### config.mk
export PLATFORM = sky130hd
export DESIGN_NAME = axe_multicut_bundle
export DESIGN_NICKNAME = d
export VERILOG_FILES = /design/src/rtl/axe_multicut_bundle.sv
export SDC_FILE = /design/constraint.sdc
export NUM_CORES = 1
export LEC_CHECK = 0
export BUFFER_PORTS_ARGS = -buffer_cell sky130_fd_sc_hd__clkbuf_2
export CAP_MARGIN = 20
export CORE_AREA = 2 2 259 261
export DETAILED_ROUTE_END_ITERATION = 12
export DIE_AREA = 0 0 261 263
export PLACE_DENSITY = 0.59
export SYNTH_ARGS = -nofsm -noshare
export SYNTH_HDL_FRONTEND = slang
export SYNTH_SLANG_ARGS = --single-unit
### constraint.sdc
create_clock -name i_clk -period 23.3 [get_ports i_clk]
set_input_delay 1.165 -clock i_clk [delete_from_list [all_inputs] [get_ports i_clk]]
set_output_delay 1.165 -clock i_clk [all_outputs]
set_load 0.02 [all_outputs]
### src/rtl/axe_multicut_bundle.sv
// axe_multicut_bundle: multi-channel valid/ready pipeline cut with occupancy reporting and isolate/drain
module axe_multicut_bundle #(
  parameter int NumChannels = 5,
  parameter int DataWidth = 64,
  parameter int NumCuts = 1,
  parameter int CutMode = 0,
  parameter int OccWidth = (NumCuts == 0) ? 1 : $clog2(2 * NumCuts + 1)
) (
  input  logic                               i_clk,
  input  logic                               i_rst,
  input  logic                               i_isolate,
  output logic                               o_isolated,
  input  logic [NumChannels*DataWidth-1:0]   i_s_data,
  input  logic [NumChannels-1:0]             i_s_valid,
  output logic [NumChannels-1:0]             o_s_ready,
  output logic [NumChannels*DataWidth-1:0]   o_m_data,
  output logic [NumChannels-1:0]             o_m_valid,
  input  logic [NumChannels-1:0]             i_m_ready,
  output logic [NumChannels*OccWidth-1:0]    o_occupancy
);
  logic [NumChannels-1:0] empty;
  logic isolated_q, isolated_d;
  for (genvar c = 0; c < NumChannels; c++) begin : g_ch
    logic [NumCuts:0] v, r;
    logic [DataWidth-1:0] d [NumCuts+1];
    logic [OccWidth-1:0] occ_q, occ_d;
    assign v[0] = i_s_valid[c] & ~i_isolate;
    assign d[0] = i_s_data[c*DataWidth +: DataWidth];
    assign r[NumCuts] = i_m_ready[c];
    for (genvar k = 0; k < NumCuts; k++) begin : g_cut
      if (CutMode == 0) begin : g_full
        logic a_full_q, a_full_d, b_full_q, b_full_d, push, pop;
        logic [DataWidth-1:0] a_data_q, a_data_d, b_data_q, b_data_d;
        always_comb begin
          push = v[k] & ~b_full_q;
          pop = a_full_q & r[k+1];
          a_full_d = b_full_q | push | (a_full_q & ~pop);
          b_full_d = b_full_q ? ~pop : push & a_full_q & ~pop;
          a_data_d = (b_full_q & pop) ? b_data_q : (push & (pop | ~a_full_q)) ? d[k] : a_data_q;
          b_data_d = (~b_full_q & push & a_full_q & ~pop) ? d[k] : b_data_q;
        end
        always_ff @(posedge i_clk) begin
          a_full_q <= i_rst ? 1'b0 : a_full_d;
          b_full_q <= i_rst ? 1'b0 : b_full_d;
          a_data_q <= a_data_d;
          b_data_q <= b_data_d;
        end
        assign r[k] = ~b_full_q;
        assign v[k+1] = a_full_q;
        assign d[k+1] = a_data_q;
      end else begin : g_half
        logic full_q, full_d;
        logic [DataWidth-1:0] data_q, data_d;
        always_comb begin
          full_d = full_q ? ~r[k+1] : v[k];
          data_d = full_q ? data_q : d[k];
        end
        always_ff @(posedge i_clk) begin
          full_q <= i_rst ? 1'b0 : full_d;
          data_q <= data_d;
        end
        assign r[k] = ~full_q;
        assign v[k+1] = full_q;
        assign d[k+1] = data_q;
      end
    end
    assign o_s_ready[c] = r[0] & ~i_isolate & ~i_rst;
    assign o_m_valid[c] = v[NumCuts] & ~i_rst;
    assign o_m_data[c*DataWidth +: DataWidth] = d[NumCuts];
    assign o_occupancy[c*OccWidth +: OccWidth] = i_rst ? '0 : occ_q;
    assign empty[c] = occ_q == '0;
    always_comb occ_d = occ_q + OccWidth'(o_s_ready[c] & i_s_valid[c]) - OccWidth'(o_m_valid[c] & i_m_ready[c]);
    always_ff @(posedge i_clk) occ_q <= i_rst ? '0 : occ_d;
    if (NumCuts > 0) begin : g_chk
      assert property (@(posedge i_clk) disable iff (i_rst)
        o_m_valid[c] && !i_m_ready[c] |=> o_m_valid[c] && $stable(o_m_data[c*DataWidth +: DataWidth]));
      assert property (@(posedge i_clk) disable iff (i_rst)
        i_s_valid[c] && !o_s_ready[c] |=> i_s_valid[c] && $stable(i_s_data[c*DataWidth +: DataWidth]));
    end
  end
  always_comb isolated_d = i_isolate & (&empty);
  always_ff @(posedge i_clk) isolated_q <= i_rst ? 1'b0 : isolated_d;
  assign o_isolated = isolated_q & ~i_rst;
  assert property (@(posedge i_clk) NumCuts <= 8);
  assert property (@(posedge i_clk) disable iff (i_rst) o_isolated |-> o_occupancy == '0);
endmodule

==> out/results.tsv <==
stage	metric	value	unit
final_layout	fin_area	31200	um^2
setup_path	r2r-start	g_ch[2].g_cut[0].g_full.a_full_q$_SDFF_PP0_	
synthesis	synth_top_family_by_area	multiplexers	
detailed_routing	viasPerCell	4.76	
synthesis	yosys_warnings	0	
die	boundaryPins	674	
timing	setup_viol	0	
timing	hold_violations	0	
clock_network	cts_buffer_depth	3	
detailed_routing	drt.antenna.violating_nets	0	
die	initial_core_util	37.5	%
global_routing	grt_pass1_wl	87200	um
timing	tightestPinTransition	1.03	ns
synthesis	synth-seq-cells	661	
global_routing	grt_use_met1	19.6	%
setup_path	path_class	input pin to output pin	
final_layout	drive_gt1_share	57.2	%
timing	fmax	292	MHz
die	fp.dieH	263	um
outcome	outcome	finished clean	
global_routing	grt_use_total	16.9	%
final_layout	syn_to_final_growth	26.6	%
clock_network	post_cts_buffers	0	
detailed_routing	drc	0	
timing	rsz0062_at_grt	false	
timing	finalCriticalPeriod	3.42	ns
die	rows	94	
placed_design	post-place-cells	2659	
synthesis	synth_cells	1149	
detailed_routing	drtPass1Iterations	5	
setup_path	reg2reg_depth	2	
synthesis	avgSynthCellArea	21.4	um^2
clock_network	numCtsBuffers	73	
placed_design	hpwl	41300	um
die	die_w	261	um
die	dieArea	68600	um^2
global_routing	use_met3	5.26	%
setup_path	slowest_delay	0.41	ns
detailed_routing	drtIter0Drc	973	
setup_path	rrSetupSlack	20.99	ns
global_routing	grt_pass1_vias	13900	
timing	final.setup.tns	0	ns
synthesis	synth_mux_area_share	15.0	%
detailed_routing	post_drt_wl_per_cell	21.5	um
setup_path	cp_slowest_cell	nor3_1	
placed_design	gp_congestion	0.820	
pwr	vdd_ir_drop_max	0.0607	mV
setup_path	crit_top_cell	clkbuf_2	
final_layout	fillers	5684	
clock_network	numClockSinks	661	
setup_path	worstPathRequired	22.14	ns
setup_path	path_max_fanout	48	
synthesis	synth.distinct_cells	27	
clock_network	cts_tree	done	
timing	fin_skew	0.0250	ns
global_routing	antenna_found_initial	8	
timing	timing.final.crit_share	14.7	%
setup_path	cp-end-kind	output pin	
synthesis	syn_nets	1492	
setup_path	worstReg2RegEnd	g_ch[2].g_cut[0].g_full.a_data_q[62]$_DFFE_PP_	
pwr	powerDensity	85.3	nW/um^2
pwr	total_power	2.66	mW
synthesis	yosys.area_share.simple	2.20	%
synthesis	synth_compound_area_share	0.457	%
final_layout	fin_cells	2794	
clock_network	root_buffer	clkbuf_16	
die	core_area	65600	um^2
detailed_routing	vias	13300	
final_layout	fin_nets	2214	
synthesis	synthAdderAreaFrac	0.508	%
global_routing	grt_max_degree	65	
synthesis	synth_area	24600	um^2
placed_design	port_buffers	673	
placed_design	dpl_cell_area	28900	um^2
clock_network	clk_pin_slew	0.06	ns
timing	maxSlewHeadroom	31.2	%
flow_run	maxCapViolCount	0	
min_path	holdCritStartpoint	g_ch[3].g_cut[0].g_full.b_data_q[24]$_DFFE_PP_	
global_routing	gr-total-overflow	0	
clock_network	postCtsResizedCells	0	
global_routing	met2_usage	28.8	%
synthesis	yosysSeqAreaShare	79.7	%
clock_network	htreeDepth	3	
min_path	whs_path_depth	1	
clock_network	insertion_delay	0.59	ns
clock_network	cts_hold_buf	0	
setup_path	start_kind	input pin	
pwr	leakagePower	11.9	nW
setup_path	path_cells	clkbuf_2, buf_4, nor3_1, clkbuf_2	
synthesis	synthXorXnorAreaFrac	0.401	%
min_path	whs_endpoint	g_ch[3].g_cut[0].g_full.a_data_q[24]$_DFFE_PP_	
detailed_routing	wl	60000	um
timing	slew_viol_final	0	
global_routing	top_usage_layer	met2	
min_path	hp-class	flop to flop	
setup_path	crit_arrival	2.26	ns
==> cell usage in the layout (no fill, tap or decap), types with 10 or more instances in the layout <==
cell and n:
mux2_4 20, edfxtp_1 640, clkbuf_16 74, clkinv_1 14
mux2_1 18, dfxtp_1 21, inv_1 10, nor2_1 11
clkbuf_2 673, mux2_2 283, nor2b_1 31, nand2b_1 10
ha_1 10, clkbuf_1 20, buf_4 14
==> logic make-up (layout without fill, tap and decap cells) <==
family                     count (synthesis)  after routing
DFF                                      661            661
buffers and inverters                     51            827
and+or+nand+nor                           86             86
AOI/OAI and AO/OA                         15             15
adders and majority gates                 10             10
other                                      0              5
xor gates and xnor gates                   5              5
muxes                                    321            321
==> Yosys cell counts, drive strengths merged <==
master | n | share of area (%)
clkbuf | 4 | 0.061
nand2b | 10 | 0.25
buf | 37 | 1.5
nor2b | 31 | 0.79
xnor3 | 4 | 0.37
xor2 | 1 | 0.036
edfxtp | 640 | 78
nor4b | 2 | 0.071
a221oi | 5 | 0.18
mux2 | 321 | 15
nor2 | 11 | 0.17
ha | 10 | 0.51
nor4 | 2 | 0.051
a31oi | 5 | 0.13
inv | 10 | 0.15
a211oi | 5 | 0.15
nand2 | 9 | 0.14
nand3b | 5 | 0.15
dfxtp | 21 | 1.7
nor3 | 9 | 0.18
and3 | 1 | 0.025
nand3 | 6 | 0.38
==> state kept, by name, summed over array words and instances, names as in the netlist <==
register,cells
g_ch.occ_q,10
g_ch.g_cut.g_full.b_full_q,5
g_ch.g_cut.g_full.a_full_q,5
g_ch.g_cut.g_full.a_data_q,320
g_ch.g_cut.g_full.b_data_q,320
isolated_q,1
==> power breakdown <==
part           internal, mW  switching, mW  total, mW
combinational        0.0704          0.115      0.185
clock                 0.647          0.456       1.10
sequential             1.36         0.0155       1.37
==> worst max-delay path by stage <==
stage	to	start	slack, ns	cells past startpoint
6_report	o_s_ready[4]	i_rst	19.88	4
3_5_place_dp	o_s_ready[4]	i_rst	19.90	4
4_1_cts	o_s_ready[4]	i_rst	19.89	4
3_3_place_gp	o_s_ready[4]	i_isolate	19.90	3
2_1_floorplan	g_ch[3].g_cut[0].g_full.b_data_q[0]$_DFFE_PP_	i_isolate	14.59	2
5_1_grt	o_s_ready[4]	i_rst	19.79	4
==> layout make-up <==
class	instances	area, um^2	area share (%)
clock inverters	33	307	0.983
multi-input cells	437	4660	14.9
repair buffers	688	3490	11.2
inverters	10	37.5	0.120
clock buffers	96	1950	6.27
diodes	5	12.5	0.0401
well taps	864	1080	3.47
flip-flops and latches	661	19600	63.0
==> layer usage <==
layer | vias up | part of all wire [%]
met1 | 6732 | 37
met2 | 475 | 51
met3 | 109 | 8.2
li1 | 5989 | -
met5 | - | 0.043
met4 | 4 | 3.2
==> through the flow <==
stage                     worst slack (ns)  util [%]  hold WS, ns
after floorplan                      14.59         -        0.501
after global placement               19.90      44.0        0.509
after detailed placement             19.90      44.0        0.516
after CTS                            19.89      47.5        0.532
after global routing                 19.79      47.5        0.542
final                                19.88      47.5        0.529
==> critical path, delay by kind of cell <==
| kind | cells | cell delay (ns) |
|---|---|---|
| buf+inv | 3 | 0.65 |
| simple gates | 1 | 0.41 |
No activity file was read; power rests on OpenSTA's default activity.
